`src/rtl/uart_frame_parser.sv`:
```
// Frame parser: SYNC, LEN, payload, optional CHK (FRAME_CHKSUM_EN), then drains the buffered payload.
// States: IDLE wait sync | LEN length byte | PAYLOAD store bytes | CHK checksum byte | DRAIN hand out bytes
module uart_frame_parser #(
    parameter int                D_BITS      = 8,
    parameter int                MAX_LEN     = 16,
    parameter logic [D_BITS-1:0] SYNC_BYTE   = 8'hA5,
    parameter int                TIMEOUT_CYC = 100000
) (
    input  logic              i_clk,
    input  logic              i_rst,
    input  logic [D_BITS-1:0] i_data,
    input  logic              i_rx_done,
    output logic [D_BITS-1:0] o_data,
    output logic              o_valid,
    input  logic              i_ready,
    output logic              o_last,
    output logic              o_frame_ok,
    output logic              o_frame_err,
    output logic              o_overrun
);
    localparam int IW = $clog2(MAX_LEN + 1);
    localparam int AW = (MAX_LEN > 1) ? $clog2(MAX_LEN) : 1;
    localparam int TW = $clog2(TIMEOUT_CYC + 1);
    localparam logic [D_BITS-1:0] MAX_LEN_B = D_BITS'(MAX_LEN);
    localparam logic [TW-1:0]     TMR_LOAD  = TW'(TIMEOUT_CYC - 1);

    typedef enum logic [2:0] {
        ST_IDLE,
        ST_LEN,
        ST_PAYLOAD,
`ifdef FRAME_CHKSUM_EN
        ST_CHK,
`endif
        ST_DRAIN
    } state_t;

    state_t            state, state_nxt;
    logic              rx_q;
    logic [D_BITS-1:0] data_q;
    logic [TW-1:0]     tmr;
    logic [IW-1:0]     len, wr_idx, rd_idx, rd_nxt;
    logic [D_BITS-1:0] mem [2**AW];
    logic              timeout, hshake, ld_len, wr_en, start_drain;
    logic              ok_nxt, err_nxt, ovr_nxt;
`ifdef FRAME_CHKSUM_EN
    logic [7:0]        sum, chk_total;

    assign chk_total = sum + data_q[7:0];
`endif

    assign rd_nxt = rd_idx + IW'(1);

    always_ff @(posedge i_clk or posedge i_rst) begin
        if (i_rst) state <= ST_IDLE;
        else       state <= state_nxt;
    end

    // Bytes are handled one cycle after their strobe (rx_q); the timer runs off the raw strobe
    // so a byte arriving on the terminal count always wins over the timeout.
    always_comb begin
        state_nxt   = state;
        ok_nxt      = 1'b0;
        err_nxt     = 1'b0;
        ovr_nxt     = 1'b0;
        ld_len      = 1'b0;
        wr_en       = 1'b0;
        start_drain = 1'b0;
        hshake      = 1'b0;
        timeout     = (tmr == '0) && !i_rx_done && !rx_q;
        case (state)
            ST_IDLE: begin
                if (rx_q && data_q == SYNC_BYTE) state_nxt = ST_LEN;
            end
            ST_LEN: begin
                if (rx_q) begin
                    if (data_q == '0 || data_q > MAX_LEN_B) begin
                        err_nxt   = 1'b1;
                        state_nxt = ST_IDLE;
                    end else begin
                        ld_len    = 1'b1;
                        state_nxt = ST_PAYLOAD;
                    end
                end else if (timeout) begin
                    err_nxt   = 1'b1;
                    state_nxt = ST_IDLE;
                end
            end
            ST_PAYLOAD: begin
                if (rx_q) begin
                    wr_en = 1'b1;
                    if (wr_idx == len - IW'(1)) begin
`ifdef FRAME_CHKSUM_EN
                        state_nxt = ST_CHK;
`else
                        state_nxt   = ST_DRAIN;
                        ok_nxt      = 1'b1;
                        start_drain = 1'b1;
`endif
                    end
                end else if (timeout) begin
                    err_nxt   = 1'b1;
                    state_nxt = ST_IDLE;
                end
            end
`ifdef FRAME_CHKSUM_EN
            ST_CHK: begin
                if (rx_q) begin
                    if (chk_total == 8'h00) begin
                        ok_nxt      = 1'b1;
                        start_drain = 1'b1;
                        state_nxt   = ST_DRAIN;
                    end else begin
                        err_nxt   = 1'b1;
                        state_nxt = ST_IDLE;
                    end
                end else if (timeout) begin
                    err_nxt   = 1'b1;
                    state_nxt = ST_IDLE;
                end
            end
`endif
            ST_DRAIN: begin
                ovr_nxt = rx_q;
                if (o_valid && i_ready) begin
                    hshake = 1'b1;
                    if (o_last) state_nxt = ST_IDLE;
                end
            end
            default: state_nxt = ST_IDLE;
        endcase
    end

    always_ff @(posedge i_clk) begin
        if (wr_en) mem[wr_idx[AW-1:0]] <= data_q;
    end

    always_ff @(posedge i_clk or posedge i_rst) begin
        if (i_rst) begin
            rx_q        <= 1'b0;
            data_q      <= '0;
            tmr         <= '0;
            len         <= '0;
            wr_idx      <= '0;
            rd_idx      <= '0;
`ifdef FRAME_CHKSUM_EN
            sum         <= '0;
`endif
            o_data      <= '0;
            o_valid     <= 1'b0;
            o_last      <= 1'b0;
            o_frame_ok  <= 1'b0;
            o_frame_err <= 1'b0;
            o_overrun   <= 1'b0;
        end else begin
            rx_q        <= i_rx_done;
            o_frame_ok  <= ok_nxt;
            o_frame_err <= err_nxt;
            o_overrun   <= ovr_nxt;
            if (i_rx_done) begin
                data_q <= i_data;
                tmr    <= TMR_LOAD;
            end else if (tmr != '0) begin
                tmr <= tmr - TW'(1);
            end
            if (ld_len) begin
                len    <= IW'(data_q);
                wr_idx <= '0;
`ifdef FRAME_CHKSUM_EN
                sum    <= data_q[7:0];
`endif
            end
            if (wr_en) begin
                wr_idx <= wr_idx + IW'(1);
`ifdef FRAME_CHKSUM_EN
                sum    <= chk_total;
`endif
            end
            // A one-byte frame ends on the same edge its byte is written, so bypass the RAM.
            if (start_drain) begin
                rd_idx  <= '0;
                o_valid <= 1'b1;
                o_last  <= (len == IW'(1));
                o_data  <= (wr_idx == '0) ? data_q : mem[0];
            end else if (hshake) begin
                if (o_last) begin
                    o_valid <= 1'b0;
                    o_last  <= 1'b0;
                end else begin
                    rd_idx <= rd_nxt;
                    o_data <= mem[rd_nxt[AW-1:0]];
                    o_last <= (rd_nxt == len - IW'(1));
                end
            end
        end
    end
endmodule
```
`config.mk`:
```
export PLATFORM = sky130hd
export DESIGN_NAME = uart_frame_parser
export DESIGN_NICKNAME = d
export VERILOG_FILES = /design/src/rtl/uart_frame_parser.sv
export SDC_FILE = /design/constraint.sdc
export NUM_CORES = 1
export LEC_CHECK = 0
export BUFFER_PORTS_ARGS = -buffer_cell sky130_fd_sc_hd__buf_2
export CORE_MARGIN = 8
export CORE_UTILIZATION = 35
export DETAILED_ROUTE_END_ITERATION = 10
export MAX_ROUTING_LAYER = met4
export PLACE_DENSITY = 0.62
export SLEW_MARGIN = 40
export SYNTH_ARGS = -nofsm -noshare
export SYNTH_HDL_FRONTEND = slang
export SYNTH_SLANG_ARGS = --single-unit
```
`constraint.sdc`:
```
create_clock -name i_clk -period 3.8 [get_ports i_clk]
set_clock_uncertainty 0.15 [all_clocks]
set_input_delay 0.76 -clock i_clk [delete_from_list [all_inputs] [get_ports i_clk]]
set_output_delay 0.76 -clock i_clk [all_outputs]
set_load 0.005 [all_outputs]
```
Yosys cells after proc, flatten, opt, wreduce, memory -nomap -nowiden
Memory sizes are Yosys's and may differ from the RTL's.
Index checks and enable logic that the tools add are counted.
{"block": "totals", "out_inout_bits": 13, "ramBits": 128, "ff_bits": 57, "elab_cells": 94, "input_bits": 12, "mem_count": 1}
{"memory": "mem", "words": 16, "width": 8, "rd": 2, "rd_clocked_by_memory_dff": 0, "wr": 1, "line": "42", "text": "logic [D_BITS-1:0] mem [2**AW];"}
{"block": "classes", "reduce_logical": 19, "n_lt_le_gt_ge": 1, "n_addsub": 4, "mux": 44, "eq_ne": 12}
{"op": "$mux 17", "n": 2}
{"op": "$mux 8", "n": 4}
{"op": "$mux 5", "n": 5}
{"op": "$mux 1", "n": 23}
{"op": "$mux 3", "n": 7}
{"op": "$logic_not 17->1", "n": 1}
{"op": "$reduce_bool 17->1", "n": 1}
{"op": "$sub 17x1->17 const B", "n": 1}
{"op": "$pmux 3 s4", "n": 1}
{"op": "$add 5x1->5 const B", "n": 2}
{"op": "$eq 5x5->1", "n": 2}
{"op": "$eq 8x8->1 const B", "n": 1}
{"op": "$gt 8x5->1 const B", "n": 1}
{"op": "$logic_not 8->1", "n": 1}
{"op": "$reduce_bool 2->1", "n": 4}
{"op": "$eq 3x2->1 const B", "n": 2}
{"op": "$ne 2x2->1 const B", "n": 3}
{"op": "$eq 5x1->1 const B", "n": 1}
{"op": "$logic_not 5->1", "n": 1}
{"op": "$sub 5x1->5 const B", "n": 1}
{"op": "$logic_and 1x1->1", "n": 4}
{"op": "$reduce_and 2->1", "n": 2}
{"op": "$reduce_and 4->1", "n": 1}
{"op": "$eq 3x1->1 const B", "n": 1}
{"op": "other kinds (7)", "n": 8}

Depth between registers and ports, before layout
{"block": "depth", "word_depth": 7, "mapped_depth": 9, "mapped_depth_nobuf": 7}

Worst setup path after synthesis
Ideal clock, no wire load.
{"block": "synth_path", "path_type": "reg-to-reg", "from": "reg state[2]", "to": "mem mem[3][0], enable pin", "setup_ns": 0.398, "arrival_ns": 2.127, "required_time_ns": 3.252, "path_buffers": 2, "stages_incl_launch_ff": 6, "period_less_slack_ns": 2.675, "slack_ns": 1.125, "cell_sequence": "dfrtp_1 -> buf_2 -> nand2b_4 -> or3b_1 -> buf_2 -> nor4b_1"}
{"block": "synth_between", "elab_chain_cells": 4}
{"element": "start: declaration", "line": "37", "text": "state_t state, state_nxt;"}
{"element": "start signal: assignment", "line": "55", "text": "else state <= state_nxt;"}
{"element": "$eq 3x2->1", "line": "70", "text": "case (state)"}
{"element": "$mux 1", "line": "70"}
{"element": "$mux 1", "line": "134", "text": "if (wr_en) mem[wr_idx[AW-1:0]] <= data_q;"}
{"element": "$mux 1 (implied by the code)", "line": "134"}
{"element": "end: declaration", "line": "42"}
No other way between the ends.

Worst setup path after layout
{"block": "layout_path", "from": "reg state[2]", "to": "mem mem[11][1], enable pin"}
Same word-level chain as after synthesis.

==> flow_summary_export.csv <==
group,metric,value,unit
final_layout,most-common-layout-cells,"128 x edfxtp_1, 56 x dfrtp_1, 32 x mux4_2",
clocking,cts_hold_buf,0,
worst_setup_path,rrSetupSlack,1210,ps
outcome,status,"completed",
place,placed_area,8750,um^2
timing,rsz0062_at_grt,"no",
routing,drt-met1-wl,7.97,mm
place,port_buffers,24,
routing,drc,0,
synthesis,syn_nets,537,
routing,drt-pass1-iter-count,4,
floorplanning,rows,56,
final_layout,final_area,9350,um^2
final_layout,drive_above_1_share,0.264,
worst_setup_path,end_kind,"flip-flop",
synthesis,netlist_area,8210,um^2
grt,gr-total-overflow,0,
floorplanning,dieWidth,169,um
floorplanning,dieArea,28600,um^2
synthesis,synth-async-reset-ratio,0.308,
worst_setup_path,slowest_stage,"or3b_1",
routing,vias,4563,
worst_setup_path,critical_path_buf_inv_count,0,
timing,hold_viol,0,
power_and_ir_drop,p_seq_frac,0.531,
routing,highest_layer,"met4",
clocking,clk_pin_slew,70,ps
power_and_ir_drop,peakVddDrop,0.399,mV
place,placedCellCount,852,
final_layout,nFillCells,2154,
synthesis,yosys_warnings,0,
worst_setup_path,ff2ff_path_depth,4,
clocking,cts_root_buf,"clkbuf_16",
timing,tns,0,ps
synthesis,synth_edf_count,128,
synthesis,synthCells,516,
timing,min_period,2590,ps
worst_setup_path,startpoint_type,"flip-flop",
clocking,numCtsBuffers,17,
clocking,cts_tree,"built",
routing,wl_met2,8.63,mm
power_and_ir_drop,p_leak,0.00320,uW
final_layout,num_antenna_cells,0,
hold_path,hp-class,"in2async",
power_and_ir_drop,comb_power_share,0.068,
floorplanning,floorplan.die.height,169,um
worst_setup_path,cp.depth,4,
floorplanning,start_util,0.353,
routing,wl_per_cell,20.2,um
grt,grt_max_degree,39,
timing,relSlewSlack,0.444,
synthesis,synth_seq_area_share,0.642,
clocking,cts.sinks,185,
worst_setup_path,cp_slowest_stage_delay,600,ps
final_layout,postLayoutCoreUtil,0.402,
worst_setup_path,cp_top_family,"simple AND/OR/NAND/NOR gates",
worst_setup_path,worst-setup-path-type,"reg2reg",
floorplanning,io_pins,25,
power_and_ir_drop,p_sw_frac,0.245,
timing,drv_slew,0,
floorplanning,core-area,23300,um^2
grt,grt_pass1_wl,28.3,mm
timing,period_share,0.681,
worst_setup_path,worstPathArrival,2510,ps
timing,setup_viol,0,
power_and_ir_drop,switchingPower,1060,uW
routing,routed_via_density,5.16,
final_layout,layout.cells.non_filler,884,
grt,antenna_found_initial,0,
clocking,clock_latency,430,ps
run,drv_cap,0,
grt,track_usage,0.135,
final_layout,syn_to_final_growth,13.9,%
timing,max_freq,386,MHz
worst_setup_path,cp_max_fo,10,
power_and_ir_drop,internal-power,3270,uW
worst_setup_path,path_cells,"nand2b_4, or3b_1, nor2_1, and3_1",
worst_setup_path,cp.required,3720,ps
final_layout,final_common_cell,"edfxtp_1",
routing,final_antenna_net_count,0,
final_layout,nets,574,
grt,grt_pass1_vias,4885,
power_and_ir_drop,p_clk_frac,0.401,
synthesis,avgSynthCellArea,15.9,um^2
routing,met3_length,893,um
routing,drtIter0Drc,346,
clocking,post_cts_buffers,0,
timing,tightestPinTransition,834,ps
synthesis,ys_ff_latch,185,
routing,routed_wl,17.8,mm
clocking,htree_levels,4,
clocking,clk_path_buf_depth,2,
power_and_ir_drop,powerDensity,463,nW/um^2
place,hpwlAfterDp,11.9,mm
synthesis,synth-main-ff-cell,"edfxtp_1",
clocking,cts_resized,0,
place,gp_congestion,0.801,
synthesis,synth_cell_types,63,
==> power groups by stage <==
stage	Combinational, uW	Sequential (uW)	Clock (uW)
finish	294	2300	1740
CTS	296	2300	1780
global placement	291	2340	0
global route	327	2310	1850
detailed placement	294	2340	0
floorplan	235	2300	0
==> logic make-up (layout without fill, tap and decap cells) <==
family | after synthesis | in the layout | share of synthesized area
and+or+nand+nor | 132 | 132 | 0.0983
other | 1 | 1 | 0.000457
buffers and inverters | 36 | 85 | 0.0207
AOI/OAI and AO/OA | 47 | 47 | 0.0430
adders and majority gates | 9 | 9 | 0.0137
DFF | 185 | 185 | 0.642
xor gates and xnor gates | 29 | 29 | 0.0360
muxes | 77 | 77 | 0.146
==> worst reg2reg max path: cells and delay by family, from the launching register on <==
kind,cells,cell delay [ps]
AND/OR/NAND/NOR,4,1600
flip-flops,1,480
==> Yosys cell counts (3+ instances only) <==
master      n  area [um^2]
nand2_1    23         86.3
xnor2_1    15          131
mux4_2     32          721
edfxtp_1  128         3840
clkbuf_1    7         26.3
inv_1      13         48.8
nor4_1      9         56.3
o21ai_0    13         65.1
o211ai_2    4         50.1
nand3_1    21          105
and3_1      5         31.3
mux2_2     19          214
or3_1       8         50.1
nor3b_1     3         22.5
ha_1        9          113
nor2_1     19         71.3
mux2i_1    25          250
o22a_1      6         52.6
o211ai_1    3         22.5
buf_2      10         50.1
nor3_1      7         35.0
xor2_1     11         96.3
a21oi_1     8         40.0
nor3_2      3         30.0
nand2b_1    9         56.3
dfrtp_1    57         1430
==> path summary, 6_finish.rpt <==
path / start / to
min reg2reg: tmr[3]$_DFFE_PP0P_ / tmr[3]$_DFFE_PP0P_
max reg2reg: state[2]$_DFFE_PP0P_ / mem[11][1]$_DFFE_PP_
min in group i_clk: tmr[3]$_DFFE_PP0P_ / tmr[3]$_DFFE_PP0P_
min: i_rst / rd_idx[1]$_DFFE_PP0P_
max in group asynchronous: i_rst / wr_idx[3]$_DFFE_PP0P_
max: state[2]$_DFFE_PP0P_ / mem[11][1]$_DFFE_PP_
==> final cells by class <==
| cell class | instances | area [um^2] | area share |
|---|---|---|---|
| Sequential cell | 185 | 5270 | 0.564 |
| Multi-Input combinational cell | 295 | 2790 | 0.298 |
| Clock buffer | 17 | 425 | 0.0455 |
| Tap cell | 319 | 399 | 0.0427 |
| Timing Repair Buffer | 41 | 255 | 0.0273 |
| Clock inverter | 14 | 161 | 0.0173 |
| Inverter | 13 | 50.0 | 0.00535 |
==> registers in the layout, indices dropped and copies added (netlist names), 3 cells and up <==
signal and cells:
data_q 8, len 5, mem 128, o_data 8
rd_idx 5, state 3, tmr 17, wr_idx 5
==> metal layers <==
metal  GRT usage  vias up
met5           -        -
met4      0.0481        0
met3      0.0221       26
met2       0.216      125
met1       0.172     2335
li1            -     2077
==> through the flow <==
| stage | total power, uW | setup WS [ps] | hold slack (ps) |
|---|---|---|---|
| after floorplan | 2530 | 1130 | 310 |
| after global placement | 2630 | 1240 | 326 |
| after detailed placement | 2640 | 1220 | 360 |
| after CTS | 4380 | 1180 | 376 |
| after global routing | 4490 | 994 | 315 |
| final | 4330 | 1210 | 265 |
No activity file was read; power rests on OpenSTA's default activity.
